## src/rtl/layer_output_demux.sv

```systemverilog
// layer_output_demux
// Collects one layer's worth of serial neuron results and routes the assembled
// vector either to the hidden register image (hidden pass) or to the host
// result port with an argmax class index (output pass).
//
// Ports:
//   clk, rst       : single clock, synchronous active-high reset
//   start          : begin collecting a layer (sampled only in IDLE)
//   layer_sel      : captured with start; 0 = hidden pass, 1 = output pass
//   neuron_valid   : neuron_data valid this cycle
//   neuron_data    : next neuron value, neuron 0 first (signed W-bit)
//   neuron_ready   : block accepts neuron_data this cycle
//   reg_hid        : hidden vector, neuron k at [W*k +: W]
//   hid_load       : one-cycle pulse when reg_hid has been updated
//   result         : output vector, same packing as reg_hid
//   result_class   : index of the maximum signed result
//   result_valid   : result/result_class valid and frozen until result_ack
//   result_ack     : host consumed the result
//   busy           : high in every state except IDLE
module layer_output_demux #(
    parameter int unsigned HID_N = 30,
    parameter int unsigned OUT_N = 10,
    parameter int unsigned W     = 8
) (
    input  logic               clk,
    input  logic               rst,
    input  logic               start,
    input  logic               layer_sel,
    input  logic               neuron_valid,
    input  logic [W-1:0]       neuron_data,
    output logic               neuron_ready,
    output logic [HID_N*W-1:0] reg_hid,
    output logic               hid_load,
    output logic [OUT_N*W-1:0] result,
    output logic [3:0]         result_class,
    output logic               result_valid,
    input  logic               result_ack,
    output logic               busy
);

    localparam int unsigned CW = $clog2(HID_N);

    typedef enum logic [1:0] {
        IDLE,
        COLLECT,
        COMMIT,
        WAIT_ACK
    } state_t;

    state_t              state, state_nxt;
    logic                mode;
    logic [CW-1:0]       count;
    logic [W-1:0]        shadow [HID_N];
    logic signed [W-1:0] max_val, max_nxt;
    logic [3:0]          max_idx, idx_nxt;
    logic                accept, last_byte;

    assign accept    = (state == COLLECT) && neuron_valid;
    assign last_byte = mode ? (count == CW'(OUT_N - 1)) : (count == CW'(HID_N - 1));

    // Running argmax; strict greater-than keeps the lowest index on ties,
    // and neuron 0 always seeds the maximum.
    always_comb begin
        max_nxt = max_val;
        idx_nxt = max_idx;
        if (count == '0 || $signed(neuron_data) > max_val) begin
            max_nxt = neuron_data;
            idx_nxt = count[3:0];
        end
    end

    // State register
    always_ff @(posedge clk) begin
        if (rst) state <= IDLE;
        else     state <= state_nxt;
    end

    // Next-state logic
    always_comb begin
        state_nxt = state;
        case (state)
            IDLE:     if (start) state_nxt = COLLECT;
            COLLECT:  if (accept && last_byte) state_nxt = COMMIT;
            COMMIT:   state_nxt = mode ? WAIT_ACK : IDLE;
            WAIT_ACK: if (result_ack) state_nxt = IDLE;
            default:  state_nxt = IDLE;
        endcase
    end

    // Output logic
    always_comb begin
        neuron_ready = (state == COLLECT);
        busy         = (state != IDLE);
        hid_load     = (state == COMMIT) && !mode;
        result_valid = ((state == COMMIT) && mode) || (state == WAIT_ACK);
    end

    // Datapath. The destination register is written on the same edge that
    // accepts the last byte (shadow merged with that byte), so the vector is
    // already visible during the COMMIT cycle alongside hid_load/result_valid.
    always_ff @(posedge clk) begin
        if (rst) begin
            mode         <= 1'b0;
            count        <= '0;
            max_val      <= '0;
            max_idx      <= '0;
            reg_hid      <= '0;
            result       <= '0;
            result_class <= '0;
            for (int unsigned k = 0; k < HID_N; k++) shadow[k] <= '0;
        end else begin
            case (state)
                IDLE: begin
                    if (start) begin
                        mode    <= layer_sel;
                        count   <= '0;
                        max_val <= '0;
                        max_idx <= '0;
                        for (int unsigned k = 0; k < HID_N; k++) shadow[k] <= '0;
                    end
                end
                COLLECT: begin
                    if (accept) begin
                        shadow[count] <= neuron_data;
                        count         <= count + 1'b1;
                        if (mode) begin
                            max_val <= max_nxt;
                            max_idx <= idx_nxt;
                        end
                        if (last_byte) begin
                            if (!mode) begin
                                for (int unsigned k = 0; k < HID_N; k++)
                                    reg_hid[W*k +: W] <= (CW'(k) == count) ? neuron_data : shadow[k];
                            end else begin
                                for (int unsigned k = 0; k < OUT_N; k++)
                                    result[W*k +: W] <= (CW'(k) == count) ? neuron_data : shadow[k];
                                result_class <= idx_nxt;
                            end
                        end
                    end
                end
                default: ;
            endcase
        end
    end

endmodule

```

## config.mk

```make
export PLATFORM = sky130hd
export DESIGN_NAME = layer_output_demux
export DESIGN_NICKNAME = d
export VERILOG_FILES = /design/src/rtl/layer_output_demux.sv
export SDC_FILE = /design/constraint.sdc
export NUM_CORES = 1
export LEC_CHECK = 0
export CORE_MARGIN = 2
export CORE_UTILIZATION = 45
export CTS_BUF_LIST = sky130_fd_sc_hd__clkbuf_4 sky130_fd_sc_hd__clkbuf_8 sky130_fd_sc_hd__clkbuf_16
export CTS_CLUSTER_SIZE = 16
export DETAILED_ROUTE_END_ITERATION = 8
export MAX_ROUTING_LAYER = met4
export PLACE_DENSITY = 0.69
export SYNTH_ARGS = -nofsm -noshare
export SYNTH_HDL_FRONTEND = slang
export SYNTH_SLANG_ARGS = --single-unit
```

## constraint.sdc

```tcl
create_clock -name clk -period 3 [get_ports clk]
set_input_delay 0.6 -clock clk [delete_from_list [all_inputs] [get_ports clk]]
set_output_delay 0.6 -clock clk [all_outputs]
set_load 0.05 [all_outputs]
```

==> results.toml, run 1 <==
[outcome]
run_status = "finished clean"

[sta]
tightest_slew_ps = 1050
skew_ps = 17.0
setup_viol = 0
fmax_mhz = 346
slew-limit-headroom = 0.291
rsz0062_at_grt = "false"
fin_ws_ps = 107
holdWs_ps = 210
finalHoldViolations = 0
drv_slew = 0
fin_crit_sh = 0.964
fin_crit_ps = 2890
tns_ps = 0

[final_layout]
drive_gt1_frac = 0.0907
stdcell_count = 3159
area_delta_synth_final_pct = 29.7
nets = 2469

[routing]
drt_iter0_markers = 1213
drtPass1Iterations = 6
post-route-drc-count = 0
antenna_left = 0
post_drt_wl_per_cell_um = 20.1
avgViaCountPerCell = 5.34
postRouteWirelength_um = 63600
routed-via-count = 16884

[die]
die_w_um = 226
std_cell_rows = 81
coreArea_sq_um = 48800
initial_core_util = 0.455
die_h_um = 226
io_pins = 342
die_area_sq_um = 51200

[setup_path]
cp.required_ps = 2400
max_stage_delay_ps = 860
crit_chain = "or2_2 > clkdlybuf4s50_1"
cp-end-kind = "primary output"
crit_fanout = 16
startpoint_type = "register"
critPathSlowestCell = "clkdlybuf4s50_1"
arrival_ps = 2290
worstSetupPathType = "register to primary output"

[clock_network]
cts.clk_slew.worst_paths_ps = 70
clk_latency_ps = 630
post_cts.repair.setup_buffers = 0
root_buffer = "clkbuf_16"
h-tree-depth = 2
cts.sinks = 584
cts_tree = "done"
numCtsBuffers = 58
clockBufferDepth = 3

[synthesis]
synth.top_cell.area_share = 0.324
ys_types = 51
synth_area_sq_um = 22200
synth.largest_area_cell = "edfxtp_1"
async_flop_share = 0
ys_seq_area_frac = 0.635
synth_nets = 2149
synth-edff-count = 240
ys_warn_count = 0
yosys_most_used_dff = "dfxtp_1"
synthTopCellsByArea = "edfxtp_1 32%, dfxtp_1 31%, nand2_1 5.7%"
syn_area_per_cell_sq_um = 10.5
syn_inst = 2122
ys_ff_latch = 584

[pwr]
power_uw = 17100
p_per_area_nw_per_um2 = 594
leakage_uw = 0.0101
ir_drop_mv = 0.482

[global_route]
grt_use_met1 = 0.325
grt_pass1_vias = 16431
overflow = 0
grt_max_degree = 138
use_met2 = 0.405
grt_pass1_wl_um = 95700
use_met3 = 0.0436
antenna_found_initial = 4
top_usage_layer = "met2"
grt.total_usage = 0.252

[run]
maxCapViolCount = 0

[place]
pre_cts_ws_ps = 10.4
routabilityCongestion = 0.841
dp_hpwl_um = 41300
port_buffers = 341
dp.cells = 3046

[hold_path]
hold_path.class = "input pin to register"
[registers in the layout (all words and copies together) (netlist names)]
signal        flops
mode              1
result           80
reg_hid         240
result_class      4
max_val           8
max_idx           4
shadow          240
state             2
count             5
[logic make-up (layout without fill, tap and decap cells)]
group,Yosys count,after routing,synth area share
adder cells (fa/ha/maj),13,13,0.00732
XOR/XNOR,2,2,0.000789
buffers and inverters,191,561,0.0362
AND/OR/NAND/NOR,860,860,0.171
other,0,3,0
multiplexers,81,81,0.0365
flip-flops,584,584,0.635
AO/OA/AOI/OAI,391,391,0.113
[layout by cell type (no fill, tap or decap), drive strengths merged, types with 3 or more instances in the layout]
master / Yosys / layout
dfxtp: 344 / 344
nand2: 337 / 337
clkdlybuf4s50: 0 / 331
nor2: 292 / 292
edfxtp: 240 / 240
a211oi: 165 / 165
a21oi: 159 / 159
and2: 141 / 141
buf: 67 / 105
mux2i: 81 / 81
clkbuf: 111 / 81
o21ai: 30 / 30
nor3: 28 / 28
nand3: 19 / 19
inv: 12 / 17
a311oi: 16 / 16
clkinv: 1 / 15
ha: 13 / 13
a22o: 12 / 12
nand2b: 10 / 10
nor2b: 9 / 9
bufinv: 0 / 8
nor4: 4 / 4
diode: 0 / 3
nand4: 3 / 3
o21a: 3 / 3
[power breakdown]
| group | total (uW) | leakage (uW) | internal, uW | switching [uW] |
|---|---|---|---|---|
| combinational | 568 | 0.00368 | 142 | 426 |
| clock | 8070 | 0.00109 | 4880 | 3200 |
| sequential | 8490 | 0.00537 | 8430 | 54.3 |
| total | 17100 | 0.0101 | 13500 | 3680 |
[per-stage QoR]
stage / cell area [sq um] / util
CTS: 28800 / 0.590
global placement: 26600 / 0.545
global route: 28800 / 0.590
finish: 28800 / 0.590
detailed placement: 26600 / 0.545
floorplan: 22200 / -
[Yosys cell counts (all sizes together) (2+ instances only)]
library cell	count
nand2	337
nand4	3
a211oi	165
dfxtp	344
a21oi	159
nand4b	2
o21ai	30
or3b	2
xor2	2
o21a	3
clkbuf	111
nand3	19
inv	12
or2	2
and2	141
nor3	28
a22o	12
nand3b	2
mux2i	81
buf	67
nor2b	9
a311oi	16
ha	13
o311a	2
nor2	292
nand2b	10
nor4	4
edfxtp	240
nor3b	2
[timing repair]
| item | 4_1_cts | 5_1_grt |
|---|---|---|
| hold buffers | 0 | 0 |
| endpoints found under the setup margin | 1 | 1 |
| pin swaps | 0 | 0 |
| resized for setup | 1 | 1 |
| endpoints found under the hold margin | 0 | 0 |
[routing by layer]
metal  wire (um)  vias up  part of all wire
met4        1820        0             0.029
met5           0        -                 0
met3        4050      124             0.064
met1       27100     8231              0.43
li1            -     7978                 -
met2       30700      551              0.48
[worst max-delay path, delay by kind of cell (launching register included)]
family / cells / cell delay (ps)
buffers and inverters: 1 / 860
flip-flops: 1 / 610
AND/OR/NAND/NOR: 1 / 190
[area by class of cell]
cell class | instances | area, sq um
fillers | 4043 | 20000
flip-flops and latches | 584 | 14100
multi-input cells | 1347 | 7340
repair buffers | 438 | 4300
clock buffers | 81 | 1790
well taps | 664 | 831
clock inverters | 29 | 400
inverters | 13 | 48.8
diodes | 3 | 7.51
[worst paths after layout]
kind,from,to,slack (ps),depth (start not counted)
setup / recovery,state[1]$_SDFFE_PP0P_,busy,110,2
hold / removal,rst,reg_hid[232]$_SDFFE_PP0P_,210,2
setup reg to reg,count[0]$_SDFFE_PP0P_,shadow[3][1]$_SDFFCE_PN0P_,520,5
hold reg to reg,reg_hid[105]$_SDFFE_PP0P_,reg_hid[105]$_SDFFE_PP0P_,450,2
Note: power is estimated with default switching activity, not from simulation.
==> run 2, diff against run 1 <==
HOLD_SLACK_MARGIN = 0.05   (was unset)
==> results of run 2 <==
Final layout, timing and power as in run 1 (identical DEF).
==> run 3, diff against run 2 <==
MAX_ROUTING_LAYER = unset   (was met4)
==> run 3 against run 2 <==
Effect of this change: worst hold slack got worse by 1.5 ps; total power barely moved; worst setup slack improved by 3.9 ps; via count fell by 0.66%; cell area barely moved; non-clock buffer count did not move; first-iteration DRC count fell by 6.2%; sequential share of layout area barely moved; core utilization barely moved; die area did not move; combinational power barely moved; critical endpoint unchanged.
==> results.toml, run 3 (synthesized netlist as in run 1, its figures left out) <==
[setup_path]
worstSetupPathType = "register to primary output"
cp.required_ps = 2400
startpoint_type = "register"
cp-end-kind = "primary output"
crit_fanout = 16
arrival_ps = 2290

[final_layout]
stdcell_count = 3158
area_delta_synth_final_pct = 29.7
fin_area_sq_um = 28800
reg_top3 = "reg_hid (240), shadow (240), result (80)"
drive_gt1_frac = 0.0907
n_fill_cell = 4044
layout_commonest_cell = "dfxtp_1"
layout_common_cells = "344 x dfxtp_1, 337 x nand2_1, 331 x clkdlybuf4s50_1, 288 x nor2_1, 240 x edfxtp_1"
nets = 2469

[clock_network]
clk_latency_ps = 640
numCtsBuffers = 58
root_buffer = "clkbuf_16"
cts_tree = "done"
clockBufferDepth = 3
h-tree-depth = 2
cts.clk_slew.worst_paths_ps = 70
post_cts.repair.setup_buffers = 0
cts.sinks = 584

[sta]
fin_ws_ps = 111
fmax_mhz = 346
slew-limit-headroom = 0.276
skew_ps = 18.3
drv_slew = 0
rsz0062_at_grt = "false"
tns_ps = 0
fin_crit_sh = 0.963
finalHoldViolations = 0
setup_viol = 0
tightest_slew_ps = 1070
fin_crit_ps = 2890

[pwr]
ir_drop_mv = 0.482
power_uw = 17100
p_per_area_nw_per_um2 = 594
leakage_uw = 0.0101

[place]
port_buffers = 341
dp_hpwl_um = 41300
dpl_cell_area_sq_um = 26600
pre_cts_ws_ps = 10.4
dp.cells = 3046
routabilityCongestion = 0.829

[routing]
avgViaCountPerCell = 5.31
routed-via-count = 16773
postRouteWirelength_um = 63500
antenna_left = 0
drtPass1Iterations = 5
drt_iter0_markers = 1138
post-route-drc-count = 0
post_drt_wl_per_cell_um = 20.1

[die]
std_cell_rows = 81
die_w_um = 226
coreArea_sq_um = 48800
initial_core_util = 0.455
die_h_um = 226
io_pins = 342
die_area_sq_um = 51200

[outcome]
run_status = "finished clean"

[global_route]
overflow = 0
grt_max_degree = 138
grt_pass1_wl_um = 95700
grt.total_usage = 0.245
antenna_found_initial = 4
grt_pass1_vias = 16453

[run]
maxCapViolCount = 0

[hold_path]
hold_path.class = "input pin to register"
run 3: cell count changes in the layout (fill, tap and decap cells not counted):
cell     before  now
diode_2       3    2
run 3: per-stage QoR:
stage	hold WS (ps)	utilization
floorplan	441	-
global placement	441	0.545
detailed placement	443	0.545
CTS	177	0.590
global route	206	0.590
finish	209	0.590
run 3: final timing paths:
path	slack (ps)	endpoint	from	cells past startpoint
max	110	busy	state[1]$_SDFFE_PP0P_	2
min	210	reg_hid[232]$_SDFFE_PP0P_	rst	2
min reg2reg	450	reg_hid[105]$_SDFFE_PP0P_	reg_hid[105]$_SDFFE_PP0P_	2
max reg2reg	510	shadow[3][1]$_SDFFCE_PN0P_	count[0]$_SDFFE_PP0P_	5
run 3: worst max-delay path, stage by stage (launching register included):
cell and delay [ps]:
dfxtp_1 610, or2_2 190, clkdlybuf4s50_1 860
run 3: power breakdown:
group	leakage, uW	internal (uW)	switching (uW)	total (uW)
Sequential	0.00537	8430	54.3	8490
Clock	0.00109	4880	3180	8060
Combinational	0.00368	142	425	567
Total	0.0101	13500	3660	17100
run 3: final cells by class:
cell class / count / area [sq um] / share of cell area
antenna: 2 / 5.00 / 0.000174
clock buffer: 81 / 1790 / 0.0620
clock inverter: 29 / 400 / 0.0139
inverter: 13 / 48.8 / 0.00169
multi-input combinational: 1347 / 7340 / 0.255
sequential: 584 / 14100 / 0.489
tap: 664 / 831 / 0.0288
timing repair buffer: 438 / 4300 / 0.149
run 3: what timing repair did:
item                       4_1_cts  5_1_grt
resized for setup                1        1
setup endpoints to repair        1        1
gates cloned                     0        0
hold buffers                     0        0
run 3: routing by layer:
metal / part of all wire / routed length (um) / vias up / GRT usage
li1: - / - / 7976 / -
met1: 0.43 / 27100 / 8156 / 0.323
met2: 0.48 / 30700 / 521 / 0.405
met3: 0.062 / 3920 / 118 / 0.0459
met4: 0.028 / 1770 / 2 / 0.0840
met5: 0.00020 / 13 / - / 0
